--- src/rtl/sa_ram_fifo_ctrl_4x128_pkg.sv ---
// Shared sizing for the 4x128 two-port RAM FIFO controller and its output skid queue.
// The RAM presents read data two cycles after the read address is issued.
package sa_ram_fifo_ctrl_4x128_pkg;

  localparam int SA_RAM_DW     = 128;
  localparam int SA_RAM_AW     = 2;
  localparam int SA_RAM_DEPTH  = 4;
  localparam int SA_RAM_SKID   = 3;
  localparam int SA_RAM_RD_LAT = 2;

  // Read-issue tracking: s1 = RAM output register loading, s2 = RAM data valid.
  typedef struct packed {
    logic s1;
    logic s2;
  } rd_pipe_t;

endpackage

--- src/rtl/sa_ram_fifo_ctrl_4x128_skid.sv ---
// Flop-based FIFO that absorbs RAM read data so downstream stalls never lose in-flight reads.
module sa_ram_skid_fifo
  import sa_ram_fifo_ctrl_4x128_pkg::*;
#(
  parameter int DW   = SA_RAM_DW,
  parameter int SKID = SA_RAM_SKID
) (
  input  logic                       clk,
  input  logic                       rst,
  input  logic                       push,
  input  logic [DW-1:0]              din,
  input  logic                       pop,
  output logic [DW-1:0]              head,
  output logic [$clog2(SKID+1)-1:0]  cnt
);

  localparam int PW = (SKID > 1) ? $clog2(SKID) : 1;
  localparam int CW = $clog2(SKID + 1);

  logic [DW-1:0] mem_q [SKID];
  logic [DW-1:0] mem_d [SKID];
  logic [PW-1:0] wptr_q, wptr_d, rptr_q, rptr_d;
  logic [CW-1:0] cnt_q, cnt_d;

  // Next-state for storage, pointers and occupancy.
  always_comb begin
    mem_d  = mem_q;
    wptr_d = wptr_q;
    rptr_d = rptr_q;
    cnt_d  = cnt_q;
    if (push) begin
      mem_d[wptr_q] = din;
      wptr_d = (wptr_q == PW'(SKID - 1)) ? {PW{1'b0}} : wptr_q + PW'(1);
    end else begin
      wptr_d = wptr_q;
    end
    if (pop) begin
      rptr_d = (rptr_q == PW'(SKID - 1)) ? {PW{1'b0}} : rptr_q + PW'(1);
    end else begin
      rptr_d = rptr_q;
    end
    case ({push, pop})
      2'b10:   cnt_d = cnt_q + CW'(1);
      2'b01:   cnt_d = cnt_q - CW'(1);
      default: cnt_d = cnt_q;
    endcase
  end

  // State registers; stored words are not cleared on reset, only the pointers.
  always_ff @(posedge clk) begin
    mem_q <= mem_d;
    if (rst) begin
      wptr_q <= {PW{1'b0}};
      rptr_q <= {PW{1'b0}};
      cnt_q  <= {CW{1'b0}};
    end else begin
      wptr_q <= wptr_d;
      rptr_q <= rptr_d;
      cnt_q  <= cnt_d;
    end
  end

  assign head = mem_q[rptr_q];
  assign cnt  = cnt_q;

endmodule

--- src/rtl/sa_ram_fifo_ctrl_4x128.sv ---
// Valid/ready FIFO controller around a 4x128 two-port RAM with a 2-cycle registered read.
// Reads are issued only when the skid queue has a guaranteed slot, giving 1 word/cycle each way.
module sa_ram_fifo_ctrl_4x128
  import sa_ram_fifo_ctrl_4x128_pkg::*;
#(
  parameter int DW    = SA_RAM_DW,
  parameter int AW    = SA_RAM_AW,
  parameter int DEPTH = SA_RAM_DEPTH,
  parameter int SKID  = SA_RAM_SKID
) (
  input  logic          clk,
  input  logic          rst,
  input  logic          wr_pvld,
  output logic          wr_prdy,
  input  logic [DW-1:0] wr_pd,
  output logic          rd_pvld,
  input  logic          rd_prdy,
  output logic [DW-1:0] rd_pd,
  output logic [AW-1:0] ram_wa,
  output logic          ram_we,
  output logic [DW-1:0] ram_di,
  output logic [AW-1:0] ram_ra,
  output logic          ram_re,
  output logic          ram_ore,
  input  logic [DW-1:0] ram_dout,
  output logic          idle
);

  localparam int CW  = $clog2(DEPTH + 1);
  localparam int SCW = $clog2(SKID + 1);
  localparam int KW  = $clog2(SKID + 3);

  logic [AW-1:0]  wr_ptr_q, wr_ptr_d, rd_ptr_q, rd_ptr_d;
  logic [CW-1:0]  ram_cnt_q, ram_cnt_d;
  rd_pipe_t       pipe_q, pipe_d;
  logic [SCW-1:0] skid_cnt;
  logic [KW-1:0]  credit_use;
  logic           push, pop_ram, rd_take;

  // Handshakes and read-credit check; a word leaving the skid this cycle frees its slot.
  always_comb begin
    wr_prdy    = (ram_cnt_q != CW'(DEPTH));
    rd_pvld    = (skid_cnt != {SCW{1'b0}});
    push       = wr_pvld & wr_prdy & ~rst;
    rd_take    = rd_pvld & rd_prdy;
    credit_use = KW'(skid_cnt) + KW'(pipe_q.s1) + KW'(pipe_q.s2) - KW'(rd_take);
    if (rst) begin
      pop_ram = 1'b0;
    end else begin
      pop_ram = (ram_cnt_q != {CW{1'b0}}) & (credit_use <= KW'(SKID - 1));
    end
  end

  // Pointer, occupancy and read-pipeline next state.
  always_comb begin
    wr_ptr_d  = wr_ptr_q;
    rd_ptr_d  = rd_ptr_q;
    ram_cnt_d = ram_cnt_q;
    pipe_d.s1 = pop_ram;
    pipe_d.s2 = pipe_q.s1;
    if (push) begin
      wr_ptr_d = (wr_ptr_q == AW'(DEPTH - 1)) ? {AW{1'b0}} : wr_ptr_q + AW'(1);
    end else begin
      wr_ptr_d = wr_ptr_q;
    end
    if (pop_ram) begin
      rd_ptr_d = (rd_ptr_q == AW'(DEPTH - 1)) ? {AW{1'b0}} : rd_ptr_q + AW'(1);
    end else begin
      rd_ptr_d = rd_ptr_q;
    end
    case ({push, pop_ram})
      2'b10:   ram_cnt_d = ram_cnt_q + CW'(1);
      2'b01:   ram_cnt_d = ram_cnt_q - CW'(1);
      default: ram_cnt_d = ram_cnt_q;
    endcase
  end

  // Controller state registers.
  always_ff @(posedge clk) begin
    if (rst) begin
      wr_ptr_q  <= {AW{1'b0}};
      rd_ptr_q  <= {AW{1'b0}};
      ram_cnt_q <= {CW{1'b0}};
      pipe_q    <= '{s1: 1'b0, s2: 1'b0};
    end else begin
      wr_ptr_q  <= wr_ptr_d;
      rd_ptr_q  <= rd_ptr_d;
      ram_cnt_q <= ram_cnt_d;
      pipe_q    <= pipe_d;
    end
  end

  assign ram_we  = push;
  assign ram_wa  = wr_ptr_q;
  assign ram_di  = wr_pd;
  assign ram_re  = pop_ram;
  assign ram_ra  = rd_ptr_q;
  assign ram_ore = pipe_q.s1;
  assign idle    = (ram_cnt_q == {CW{1'b0}}) & ~pipe_q.s1 & ~pipe_q.s2
                 & (skid_cnt == {SCW{1'b0}});

  // RAM output is valid while s2 is set, so it is captured at the end of that cycle.
  sa_ram_skid_fifo #(
    .DW   (DW),
    .SKID (SKID)
  ) u_skid (
    .clk  (clk),
    .rst  (rst),
    .push (pipe_q.s2),
    .din  (ram_dout),
    .pop  (rd_take),
    .head (rd_pd),
    .cnt  (skid_cnt)
  );

endmodule
--- config.mk ---
export PLATFORM = sky130hd
export DESIGN_NAME = sa_ram_fifo_ctrl_4x128
export DESIGN_NICKNAME = d
export VERILOG_FILES = /design/src/rtl/sa_ram_fifo_ctrl_4x128_pkg.sv /design/src/rtl/sa_ram_fifo_ctrl_4x128_skid.sv /design/src/rtl/sa_ram_fifo_ctrl_4x128.sv
export SDC_FILE = /design/constraint.sdc
export NUM_CORES = 1
export LEC_CHECK = 0
export ABC_AREA = 1
export ABC_CLOCK_PERIOD_IN_PS = 19500
export CAP_MARGIN = 20
export CORE_AREA = 2 2 207 209
export DETAILED_ROUTE_END_ITERATION = 10
export DIE_AREA = 0 0 209 211
export PLACE_DENSITY_LB_ADDON = 0.3
export SETUP_SLACK_MARGIN = 0.05
export SYNTH_ARGS = -nofsm -noshare
export SYNTH_HDL_FRONTEND = slang
export SYNTH_SLANG_ARGS = --single-unit
--- constraint.sdc ---
create_clock -name clk -period 19.5 [get_ports clk]
set_input_delay 2.925 -clock clk [delete_from_list [all_inputs] [get_ports clk]]
set_output_delay 2.925 -clock clk [all_outputs]
set_load 0.02 [all_outputs]
==> key figures, run 1 <==
STA
  – Slew HR: 29.4%
  – Setup violators final: 0
  – Final Critical Period: 8.68 ns
  – Setup TNS: 0 ns
  – Period utilisation layout: 44.5%
  – Fmax: 115 MHz
  – Worst slew pin tran: 1.06 ns
  – Max Slew Vio Count: 0
  – Final-report hold violation count: 0
  – Worst Skew: 0.0171 ns
  – RSZ-0062 raised after global routing: no

Clocking
  – Worst-path clk slew: 0.06 ns
  – # hold bufs at CTS: 0
  – H-tree depth: 2
  – CTS tree: done
  – Max Root-Sink Buffers: 3
  – Clk_lat worst skew: 0.56 ns
  – CTS Sinks: 399
  – Post-CTS Repair Setup Buffers: 0
  – Clock Tree Root: clkbuf_16
  – CTS-repair resized insts: 0
  – TritonCTS buffer count: 43

Critical path
  – CP max-delay cell: clkdlybuf4s50_1
  – Crit path max fanout: 6
  – Bufs and invs on worst path: 7
  – Req. time, crit path: 16.57 ns
  – Setup crit end kind: primary output
  – Cell family with most CP delay: buffers and inverters
  – Data arrival, critical path: 5.75 ns
  – CP dominant cell by count: inv_1
  – Largest stage delay on the critical path: 0.61 ns
  – CP startpoint kind: input pin
  – Cell breakdown of the critical path: clkdlybuf4s50_1, nand2_1, inv_1, ha_1, inv_1, fa_1, inv_1, fa_1, inv_1, a21oi_1, nand3_1, inv_1, clkdlybuf4s50_1
  – Setup CP Type: in -> out

Synthesis
  – Ys flop type: edfxtp_1
  – Commonest cells post-synth: nand2_1, edfxtp_1, buf_4
  – Mean Syn Cell Area: 13.3 um2
  – Syn_nets: 1,445
  – Yosys reg bits: 399
  – Post-Syn Instances: 1,177
  – Synth area leader: edfxtp_1
  – Register area share after synthesis: 75.8%
  – Synth unique cells: 16
  – Top area cells in the synthesized netlist: edfxtp_1, nand2_1, buf_4
  – Post-synth ARST share: 0%
  – EDFF count, synth: 384
  – Cell Area, Synth: 15,600 um2
  – Count leader, synth: nand2_1
  – Yosys synthesis warning count: 0
  – Synth top area share: 73.9%

Placed design
  – Input/output buffers: 269
  – Placed wire-length estimate: 32,600 um
  – Gpl congestion: 0.810
  – Placed Cells: 1,825

Min path
  – Hold WC Path Type: reg -> reg

Cells and area
  – Nets: 1,599
  – Post-route insts no fill: 1,902
  – Layout cells sized above 1: 5.80%
  – Area delta synth->final: 23.6%

Detailed routing
  – Initial DRC Count: 524
  – Vias: 9,194
  – WL final: 47,100 um
  – Post-DR wirelength/cell: 24.8 um
  – First drt pass iteration count: 5
  – Final ANT Viol Nets: 0
  – DRC violation count after routing: 0
  – Drt via density: 4.83

Global route
  – Wire length of the first global-routing pass: 64,600 um
  – Initial antenna violation count: 2
  – Vias in the first global route: 8,842
  – GRT overflow: 0
  – Largest net degree at the start of global routing: 81
  – GRT Overall Usage: 20.7%

Job
  – MaxCap Viol Count: 0

Floorplan
  – Die width: 209 um
  – Initial Utilization: 37.4%
  – Top Ports: 526
  – Core area: 41,800 um2
  – Cell Rows: 75
  – Die area: 44,100 um2
  – Die H: 211 um

Power and ir drop
  – Sw Ratio: 30.2%
  – VDD IR-drop max: 0.0955 mV
  – Combinational share of power: 28.4%
  – Clock power frac: 31.8%
  – Static Leak: 6.73 nW
  – Pwr Density: 131 nW/um2
  – NetSw: 0.762 mW
  – Reg power frac: 39.8%
  – Pint: 1.76 mW

Status
  – Status: finished, final reports clean
## power groups by stage
stage	Clock, mW	Combinational (mW)	Sequential, mW
floorplan	0	0.407	1.02
global placement	0	0.723	1.02
detailed placement	0	0.725	1.02
CTS	0.819	0.729	1.00
global route	0.850	0.769	1.01
finish	0.801	0.716	1.00
## state kept, by name (all words and copies together), names as in the netlist
register / cells
u_skid.mem_q: 384
ram_cnt_q: 3
ram_ra: 2
ram_wa: 2
u_skid.cnt: 2
u_skid.rptr_q: 2
u_skid.wptr_q: 2
pipe_q: 1
ram_ore: 1
## routing by layer
layer | GRT usage, % | vias up | part of all wire, %
met5 | 1.45 | - | 0.17
met4 | 7.81 | 6 | 3.1
met3 | 16.5 | 64 | 18
met2 | 34.1 | 482 | 48
met1 | 19.0 | 4398 | 31
li1 | - | 4244 | -
## cell families (layout without fill, tap and decap cells)
kind of cell | count (synthesis) | in the layout | synth area share [%]
AOI/OAI and AO/OA | 17 | 17 | 0.545
and+or+nand+nor | 557 | 557 | 14.5
DFF | 399 | 399 | 75.8
other | 0 | 1 | 0
adders and majority gates | 8 | 8 | 0.786
buffers and inverters | 196 | 381 | 8.30
## tightest hold or removal path, cell delays in order, from the launching register on
cell	delay [ns]
dfxtp_1	0.32
nand2_1	0.07
a21oi_1	0.06
## stage by stage
stage	hold slack, ns	util [%]	power, mW	worst slack, ns	cell area, um2
floorplan	0.452	-	1.43	9.65	15600
global placement	0.474	42.8	1.74	10.86	17900
detailed placement	0.477	42.8	1.74	10.82	17900
CTS	0.486	46.2	2.55	10.82	19300
global route	0.513	46.2	2.62	10.67	19300
finish	0.489	46.2	2.52	10.82	19300
## path summary, 6_finish.rpt
path / from / endpoint / slack [ns] / cells after the start
worst max-delay path: rd_prdy / ram_re / 10.82 / 13
worst min-delay path: u_skid.wptr_q[1] / u_skid.wptr_q[1] / 0.49 / 2
worst max register to register: u_skid.cnt[0] / ram_cnt_q[2] / 15.91 / 20
worst min register to register: u_skid.wptr_q[1] / u_skid.wptr_q[1] / 0.49 / 2
## area by class of cell
| cell class | count | area, um2 |
|---|---|---|
| antenna | 1 | 2.50 |
| inverter | 25 | 104 |
| multi-input combinational | 582 | 2500 |
| timing repair buffer | 280 | 2780 |
| clock buffer | 58 | 1230 |
| fill | 3633 | 22500 |
| tap | 539 | 674 |
| clock inverter | 18 | 166 |
| sequential | 399 | 11800 |
## cell usage in the layout, fill, tap and decap left out, types with 3 or more instances in the layout
cell / synthesis / layout
clkinv_1: 0 / 5
inv_1: 25 / 23
clkdlybuf4s50_1: 0 / 269
bufinv_16: 0 / 3
nand3_1: 134 / 134
nor2_1: 15 / 13
nor2_4: 0 / 3
fa_1: 3 / 3
edfxtp_1: 384 / 384
buf_4: 139 / 11
o21ai_0: 7 / 7
a21oi_1: 10 / 10
clkbuf_16: 0 / 46
clkinv_2: 0 / 8
ha_1: 5 / 5
clkbuf_1: 2 / 9
nand2_1: 405 / 405
clkbuf_8: 0 / 3
dfxtp_1: 15 / 15
Power figures use the tool's default switching activity.
==> run 2, diff against run 1 <==
--- a/config.mk
+++ b/config.mk
@@ -6,11 +6,11 @@
 export NUM_CORES = 1
 export LEC_CHECK = 0
 export ABC_AREA = 1
-export ABC_CLOCK_PERIOD_IN_PS = 19500
+export ABC_CLOCK_PERIOD_IN_PS = 7900
 export CAP_MARGIN = 20
-export CORE_AREA = 2 2 207 209
+export CORE_AREA = 2 2 204 206
 export DETAILED_ROUTE_END_ITERATION = 10
-export DIE_AREA = 0 0 209 211
+export DIE_AREA = 0 0 206 208
 export PLACE_DENSITY_LB_ADDON = 0.3
 export SETUP_SLACK_MARGIN = 0.05
 export SYNTH_ARGS = -nofsm -noshare
==> constraint.sdc (replaced) <==
create_clock -name clk -period 7.9 [get_ports clk]
set_input_delay 1.185 -clock clk [delete_from_list [all_inputs] [get_ports clk]]
set_output_delay 1.185 -clock clk [all_outputs]
set_load 0.02 [all_outputs]
==> run 2 against run 1 <==
  * Final cell count is 0.32% lower
  * Power rose by 140%
  * Global-route usage is 0.091 points lower
  * Sequential power grew 150%
  * Combinational power increased by 150%
  * First-iteration DRC count grew 3.2%
  * Critical path type unchanged
  * Critical endpoint unchanged
  * Largest power group unchanged
  * Highest routed layer unchanged
==> key figures, run 2 (synthesis gave the netlist of run 1 again) <==
Critical path
  – Setup CP Type: in -> out (unchanged)
  – FF-to-FF setup slack: 4.41 ns (was 15.91 ns)
  – Data arrival, critical path: 4.05 ns (was 5.75 ns)
  – CP Depth: 13 (unchanged)
  – R2R Path End: ram_cnt_q[2] (unchanged)
  – Reg2reg start: u_skid.cnt[1] (was u_skid.cnt[0])
  – FF-to-FF path depth: 21 (was 20)
  – Crit path max fanout: 6 (unchanged)
  – Bufs and invs on worst path: 7 (unchanged)
  – Setup crit end kind: primary output (unchanged)
  – Cell family with most CP delay: buffers and inverters (unchanged)
  – CP startpoint kind: input pin (unchanged)
  – Largest stage delay on the critical path: 0.61 ns (about the same)
  – CP dominant cell by count: inv_1 (unchanged)
  – Worst setup endpoint: ram_re (unchanged)
  – Worst Setup SP: rd_prdy (unchanged)
  – Req. time, crit path: 6.71 ns (was 16.57 ns)
  – Cell breakdown of the critical path: clkdlybuf4s50_1, nand2_1, inv_1, ha_1, inv_1, fa_1, inv_1, fa_1, inv_1, a21oi_1, nand3_1, inv_1, clkdlybuf4s50_1 (unchanged)
  – CP max-delay cell: clkdlybuf4s50_1 (unchanged)

Global route
  – Initial antenna violation count: 8 (was 2)
  – Largest net degree at the start of global routing: 72 (was 81)
  – Vias in the first global route: 8,630 (was 8,842)
  – Grt peak-use layer: met2 (unchanged)
  – GRT overflow: 0 (unchanged)
  – Grt met1 use: 17.6% (was 19.0%)
  – GR Util met3: 17.7% (was 16.5%)
  – M2 GR Usage: 34.8% (was 34.1%)
  – Wire length of the first global-routing pass: 62,500 um (was 64,600 um)
  – GRT Overall Usage: 20.6% (was 20.7%)

Cells and area
  – Final core utilization: 47.5% (was 46.2%)
  – Max FFs per register: 384 (unchanged)
  – Area delta synth->final: 23.4% (was 23.6%)
  – Most frequent cells in the layout: nand2_1, edfxtp_1, clkdlybuf4s50_1 (unchanged)
  – Top flop regs: u_skid.mem_q x384, ram_cnt_q x3 (unchanged)
  – Layout cells sized above 1: 5.51% (was 5.80%)
  – Most common cell after layout, fill and taps aside: nand2_1 (unchanged)
  – Fill count: 3,547 (was 3,633)
  – Reg area: 11,800 um2 (unchanged)
  – Area of the multi-input gates: 2500 um2 (about the same)
  – Nets: 1,599 (unchanged)
  – Finished Cell Area: 19,200 um2 (was 19,300 um2)
  – Register name with the most flops: u_skid.mem_q (unchanged)

Detailed routing
  – DRC violation count after routing: 0 (unchanged)
  – First drt pass iteration count: 5 (unchanged)
  – Initial DRC Count: 541 (was 524)
  – Drt via density: 4.82 (was 4.83)
  – Post-DR wirelength/cell: 24.1 um (was 24.8 um)
  – Vias: 9,140 (was 9,194)
  – WL final: 45,700 um (was 47,100 um)
  – Final ANT Viol Nets: 0 (unchanged)

Clocking
  – CTS tree: done (unchanged)
  – Worst-path clk slew: 0.06 ns (about the same)
  – Max Root-Sink Buffers: 3 (unchanged)
  – Clk_lat worst skew: 0.55 ns (was 0.56 ns)
  – Clock Tree Root: clkbuf_16 (unchanged)
  – CTS-repair resized insts: 0 (unchanged)
  – Post-CTS Repair Setup Buffers: 0 (unchanged)
  – # hold bufs at CTS: 0 (unchanged)
  – CTS Sinks: 399 (unchanged)
  – H-tree depth: 2 (unchanged)
  – TritonCTS buffer count: 42 (was 43)

Placed design
  – Placed cell areas: 17,900 um2 (about the same)
  – Placed wire-length estimate: 32,000 um (was 32,600 um)
  – Input/output buffers: 269 (unchanged)
  – Gpl congestion: 0.830 (was 0.810)

Floorplan
  – Die width: 206 um (was 209 um)
  – Core area: 40,600 um2 (was 41,800 um2)
  – Cell Rows: 74 (was 75)
  – Die H: 208 um (was 211 um)
  – Top Ports: 526 (unchanged)
  – Initial Utilization: 38.5% (was 37.4%)
  – Die area: 42,800 um2 (was 44,100 um2)

STA
  – Final-report hold violation count: 0 (unchanged)
  – Slew HR: 29.4% (about the same)
  – RSZ-0062 raised after global routing: no (unchanged)
  – Fmax: 191 MHz
  – Max Slew Vio Count: 0 (unchanged)
  – Worst Skew: 0.0110 ns (was 0.0171 ns)
  – Period utilisation layout: 66.2%
  – Setup TNS: 0 ns (unchanged)
  – Setup violators final: 0 (unchanged)
  – Worst slew pin tran: 1.06 ns (about the same)
  – Final Critical Period: 5.23 ns

Power and ir drop
  – VDD IR-drop max: 0.193 mV (was 0.0955 mV)
  – Total power: 6.15 mW (was 2.52 mW)
  – Pwr Density: 320 nW/um2 (was 131 nW/um2)
  – Static Leak: 6.70 nW (was 6.73 nW)

Status
  – Status: finished, final reports clean (unchanged)

Job
  – MaxCap Viol Count: 0 (unchanged)

Min path
  – Hold WC Path Type: reg -> reg (unchanged)
## run 2: changes by cell type in the layout (fill, tap and decap cells not counted), moves of 2 or more
cell       change
clkbuf_16      -3
inv_6          +2
clkinv_2       -2
clkinv_4       -2
clkbuf_1       +5
## run 2: layout make-up
cell class | count | area share (%)
Inverter | 25 | 0.540
Tap cell | 532 | 3.46
Multi-Input combinational cell | 582 | 13.0
Antenna cell | 2 | 0.0260
Timing Repair Buffer | 281 | 14.5
Clock inverter | 16 | 0.949
Sequential cell | 399 | 61.5
Clock buffer | 59 | 6.01
## run 2: how the worst min path moves through the flow
| stage | slack [ns] | cells after the start | to | startpoint |
|---|---|---|---|---|
| 6_report | 0.49 | 2 | u_skid.wptr_q[1] | u_skid.wptr_q[1] |
| 5_1_grt | 0.52 | 2 | ram_wa[1] | ram_wa[1] |
| 4_1_cts | 0.49 | 2 | u_skid.wptr_q[1] | u_skid.wptr_q[1] |
| 3_5_place_dp | 0.48 | 2 | u_skid.wptr_q[1] | u_skid.wptr_q[1] |
| 3_3_place_gp | 0.47 | 2 | u_skid.wptr_q[1] | u_skid.wptr_q[1] |
| 2_1_floorplan | 0.45 | 2 | u_skid.wptr_q[1] | u_skid.wptr_q[1] |
## run 2: worst reg2reg max path: stages (launching register included)
cell	delay, ns
dfxtp_1	0.43
inv_1	0.09
nand2_1	0.11
nand2_1	0.13
inv_1	0.11
ha_1	0.25
inv_1	0.09
fa_1	0.17
inv_1	0.05
fa_1	0.48
inv_1	0.04
a21oi_1	0.11
nand3_1	0.19
inv_1	0.15
ha_1	0.15
inv_1	0.06
fa_1	0.37
a21oi_1	0.14
o21ai_0	0.12
nand2_1	0.07
nand2_1	0.04
nor2_1	0.08
## run 2: report_power, final
group          internal [mW]  leakage (nW)  switching (mW)
combinational          0.715          2.46            1.05
sequential              2.44          3.59          0.0356
clock                   1.15         0.656           0.762
## run 2: stage by stage
stage                     worst slack (ns)  cells  hold WS (ns)
after floorplan                       1.99   1177         0.452
after global placement                2.73   1818         0.470
after detailed placement              2.66   1818         0.479
after CTS                             2.66   1893         0.487
after global routing                  2.53   1894         0.516
final                                 2.67   1896         0.487
## run 2: layer usage
| layer | part of all wire, % | up-vias |
|---|---|---|
| met5 | 0.028 | - |
| met4 | 2.9 | 2 |
| met3 | 19 | 69 |
| met2 | 49 | 524 |
| met1 | 29 | 4300 |
| li1 | - | 4245 |
